$ cat src/rtl/mri_sequencer.sv
// mri_sequencer: hardwired T0..T5 fetch/decode/execute control for the accumulator datapath
module mri_sequencer #(
    parameter int CNT_W  = 16,
    parameter bit IND_EN = 1'b1
) (
    input  logic             clk,
    input  logic             rst_n,
    input  logic             start,
    input  logic             stop,
    input  logic [15:0]      ir_in,
    output logic [2:0]       bus_sel,
    output logic             ar_ld,
    output logic             ar_inr,
    output logic             pc_ld,
    output logic             pc_inr,
    output logic             ir_ld,
    output logic             dr_ld,
    output logic             mem_read,
    output logic             mem_write,
    output logic             ac_ld,
    output logic             ac_and,
    output logic             ac_add,
    output logic             ac_dr,
    output logic [2:0]       t_state,
    output logic             running,
    output logic             halted,
    output logic             ill_op,
    output logic [CNT_W-1:0] instr_cnt
);
    typedef enum logic [3:0] {IDLE, T0, T1, T2, T3, T4, T5, HALT} state_t;

    state_t     state, state_nxt;
    logic [2:0] d;
    logic       i_bit, retire, hlt, go, ill_set;
    logic       unused_ir;

    assign d         = ir_in[14:12];
    assign i_bit     = ir_in[15];
    assign unused_ir = ^ir_in[11:1];
    assign running   = (state >= T0) && (state <= T5);
    assign halted    = state == HALT;
    assign t_state   = running ? 3'(state - T0) : 3'd0;

    always_ff @(posedge clk or negedge rst_n) begin
        if (!rst_n) begin
            state     <= IDLE;
            ill_op    <= 1'b0;
            instr_cnt <= '0;
        end else begin
            state <= state_nxt;
            if (go)
                ill_op <= 1'b0;
            else if (ill_set)
                ill_op <= 1'b1;
            if (retire)
                instr_cnt <= instr_cnt + CNT_W'(1);
        end
    end

    always_comb begin
        state_nxt = state;
        bus_sel   = 3'b000;
        ar_ld     = 1'b0;
        ar_inr    = 1'b0;
        pc_ld     = 1'b0;
        pc_inr    = 1'b0;
        ir_ld     = 1'b0;
        dr_ld     = 1'b0;
        mem_read  = 1'b0;
        mem_write = 1'b0;
        ac_ld     = 1'b0;
        ac_and    = 1'b0;
        ac_add    = 1'b0;
        ac_dr     = 1'b0;
        retire    = 1'b0;
        hlt       = 1'b0;
        go        = 1'b0;
        ill_set   = 1'b0;
        case (state)
            IDLE, HALT: begin
                go        = start && !stop;
                state_nxt = go ? T0 : state;
            end
            T0: begin
                bus_sel   = 3'b010;
                ar_ld     = 1'b1;
                state_nxt = T1;
            end
            T1: begin
                bus_sel   = 3'b111;
                mem_read  = 1'b1;
                ir_ld     = 1'b1;
                pc_inr    = 1'b1;
                state_nxt = T2;
            end
            T2: begin
                bus_sel   = 3'b101;
                ar_ld     = 1'b1;
                state_nxt = T3;
            end
            T3: begin
                if (d == 3'd7) begin
                    retire = 1'b1;
                    hlt    = !i_bit && ir_in[0];
                end else begin
                    // indirect: AR <- M[AR] before the operand access
                    if (i_bit && IND_EN) begin
                        bus_sel  = 3'b111;
                        mem_read = 1'b1;
                        ar_ld    = 1'b1;
                    end
                    state_nxt = T4;
                end
            end
            T4: begin
                if (d <= 3'd2) begin
                    bus_sel   = 3'b111;
                    mem_read  = 1'b1;
                    dr_ld     = 1'b1;
                    state_nxt = T5;
                end else begin
                    retire = 1'b1;
                    if (d == 3'd3) begin
                        bus_sel   = 3'b100;
                        mem_write = 1'b1;
                    end else if (d == 3'd4) begin
                        bus_sel = 3'b001;
                        pc_ld   = 1'b1;
                    end else begin
                        ill_set = 1'b1;
                    end
                end
            end
            T5: begin
                ac_ld  = 1'b1;
                ac_and = d == 3'd0;
                ac_add = d == 3'd1;
                ac_dr  = d == 3'd2;
                retire = 1'b1;
            end
            default: state_nxt = IDLE;
        endcase
        if (retire)
            state_nxt = hlt ? HALT : stop ? IDLE : T0;
    end
endmodule

$ cat config.mk
export PLATFORM = sky130hd
export DESIGN_NAME = mri_sequencer
export DESIGN_NICKNAME = d
export VERILOG_FILES = /design/src/rtl/mri_sequencer.sv
export SDC_FILE = /design/constraint.sdc
export NUM_CORES = 1
export LEC_CHECK = 0
export ABC_AREA = 1
export BUFFER_PORTS_ARGS = -buffer_cell sky130_fd_sc_hd__buf_4
export CELL_PAD_IN_SITES_DETAIL_PLACEMENT = 2
export CELL_PAD_IN_SITES_GLOBAL_PLACEMENT = 2
export CORE_MARGIN = 1
export CORE_UTILIZATION = 22
export DETAILED_ROUTE_END_ITERATION = 7
export PLACE_DENSITY = 0.8
export SETUP_SLACK_MARGIN = 0.05
export SLEW_MARGIN = 20
export SYNTH_ARGS = -nofsm -noshare
export SYNTH_HDL_FRONTEND = slang
export SYNTH_SLANG_ARGS = --single-unit
$ cat constraint.sdc
create_clock -name clk -period 1.49 [get_ports clk]
set_input_delay 0.0745 -clock clk [delete_from_list [all_inputs] [get_ports clk]]
set_output_delay 0.0745 -clock clk [all_outputs]
set_load 0.01 [all_outputs]
==> summary.txt <==
CP Cell Sequence - inv_4, ha_4, inv_1, o21ai_0, nand2_1, inv_1, nand3_2, nand2_2, inv_2
number of flops mapped to enable cells by yosys - 0
compound-cell area share of the yosys netlist - 3.63%
Synthesis Warnings - 0
fin worst setup slack - -374 ps
r2r endpoint - state[0]
Port Buf Inserts - 44
most frequent cells in the layout - buf_4 (72), nand2_1 (42), inv_1 (30)
share of layout cells above drive strength 1 - 52.8%
Clock Tree Buf Depth - 2
CTS Buf Count - 3
Mapped Cells - 220
# IOs - 57
#FFs+latches synth - 20
DIE AREA - 7060 um2
total wire length - 7.53 mm
first-pass GRT wire length - 10.4 mm
Critical Path RT - 1660 ps
ant diodes - 0
pre-CTS WS - -188 ps
Placed Cells - 359
Pwr Density - 1870 nW/um2
Final period util - 125%
leak pwr - 0.00153 uW
vias post-DR - 1804
Avg Cell Area, Syn - 6.73 um2
DRC Markers - 3
WL per Instance - 19.5 um
TritonRoute pass-1 iters - 6
Peak VDD IR - 0.825 mV
worst r2r path cells - 9
CTS tree - done
RSZ-0062 raised after global routing - true
crit-path max FO - 4
max-slew violations - 0
Initial DRC Count - 88
Area Growth Syn to Fin - 84.4%
Die H - 84.0 um
max incr delay on CP - 450 ps
Total Power - 5100 uW
Reg clk slew, reported paths - 80 ps
post-synthesis xor/xnor area fraction - 5.92%
# rows - 29
flop2flop setup slack - -370 ps
combinational family with the most area after synthesis - simple AND/OR/NAND/NOR gates
gpl congestion - 0.772
Mapped Area - 1480 um2
failing checks - design-rule violations, negative setup slack
mux cell area share after synthesis - 0%
critical path's slowest cell - dfrtp_2
Synth Flop Type - dfrtp_1
GR Util met1 - 22.0%
final hold vios - 0
Synth async-reset ratio - 100%
clk_lat worst skew - 270 ps
sequential area share after synthesis - 33.8%
Buf/Inv on CP - 4
status - finished with violations
hpwl dp - 3.85 mm
total grt overflow - 0
most common cell after layout, fill and taps aside - buf_4
Crit Path Class - flip-flop to flip-flop
Total Nets Final - 337
Fmax - 536 MHz
syn nets - 247
met3 Use GR - 3.46%
WP data arrival - 2040 ps
Chip Width - 84.0 um
Worst Setup SP - state[0]
Total GRT Usage - 18.8%
Final min period - 1860 ps
setup violators final - 38
delay-heaviest family, CP - flip-flops
initial antenna violation count - 0
simple-gate share of the synthesized area - 37.0%
Hold Crit Class - input port to flip-flop
adder-cell area share of the yosys netlist - 5.92%
H-tree lvl count - 1
Clock Skews - 4.43 ps
met2 usage - 34.4%
largest net degree at the start of global routing - 21
Core Region - 6420 um2
non-filler cells, final - 386
Levels on crit path - 9
Worst setup EP type - flip-flop
vias in the first global route - 2049
CTS Sinks - 20
via/cell ratio - 4.67
max-cap violation count - 0
Root Driver - clkbuf_8
worst r2r src - state[0]
Cell variety after synth - 21
starting density of the core - 23.0%
crit path launch type - flip-flop
most frequent CP cell - inv_1
CP Capture Point - state[0]
GR peak layer - met2
antenna-violating nets left - 0
==> layout make-up <==
cell class                 instances  area (um2)
inverter                          41         173
timing repair buffer              90         776
multi-input combinational        154        1130
tap                               77        96.3
sequential                        20         503
clock buffer                       4        55.1
fill                             709        3690
==> registers in the layout, indices dropped and copies added (netlist names) <==
name       flops
ill_op         1
state          3
instr_cnt     16
==> cells in the mapped netlist, types with 3 or more instances <==
cell / instances / area share (%)
a21oi_1: 3 / 1.0
buf_4: 3 / 1.5
dfrtp_1: 20 / 34
ha_1: 7 / 5.9
inv_1: 41 / 10
nand2_1: 64 / 16
nand2_2: 4 / 1.7
nand3_1: 15 / 5.1
nand4_1: 5 / 2.1
nor2_1: 31 / 7.9
o21ai_0: 5 / 1.7
xor2_1: 10 / 5.9
==> worst min-delay path by stage <==
stage          start  cells past startpoint  slack, ps            to
2_1_floorplan  rst_n                      0       -220        ill_op
3_3_place_gp   rst_n                      1        -20  instr_cnt[7]
3_5_place_dp   rst_n                      1        -20  instr_cnt[6]
4_1_cts         stop                      3        140        ill_op
5_1_grt         stop                      3        200        ill_op
6_report        stop                      3        160        ill_op
==> worst min-delay path, cell delays in order <==
cell and delay, ps:
buf_4 100, nor2_1 60, a21oi_1 150
==> kinds of logic (layout without fill, tap and decap cells) <==
logic type	after synthesis	in the layout
simple gates	126	126
buf+inv	46	135
flops	20	20
compound gates	10	10
xor+xnor	10	10
fa+ha+maj	7	7
other cells	1	1
==> layer usage <==
layer | share of wire, % | vias to the layer above
met1 | 42 | 908
met5 | 0 | -
li1 | - | 842
met2 | 53 | 36
met3 | 2.1 | 18
met4 | 2.3 | 0
==> power breakdown <==
group	internal [uW]	total, uW	switching [uW]
Sequential	738	994	257
Clock	236	438	202
Combinational	1720	3670	1950
Total	2690	5100	2410
==> stage by stage <==
stage / utilization, % / instance area (um2) / hold slack (ps) / setup TNS, ps
floorplan: - / 1500 / -221 / 0
detailed placement: 32.2 / 2070 / -20.4 / -3350
CTS: 37.7 / 2420 / 138 / -7050
finish: 42.5 / 2730 / 162 / -7770
global route: 42.5 / 2730 / 195 / -9940
global placement: 32.2 / 2070 / -23.3 / -617
==> repair_timing <==
| item | 4_1_cts | 5_1_grt |
|---|---|---|
| endpoints found under the hold margin | 20 | 0 |
| buffers inserted | 10 | 12 |
| resized for setup | 38 | 73 |
| gates cloned | 3 | 0 |
| hold buffers | 1 | 0 |
| pin swaps | 9 | 30 |
| endpoints found under the setup margin | 38 | 39 |
Power figures use the tool's default switching activity.
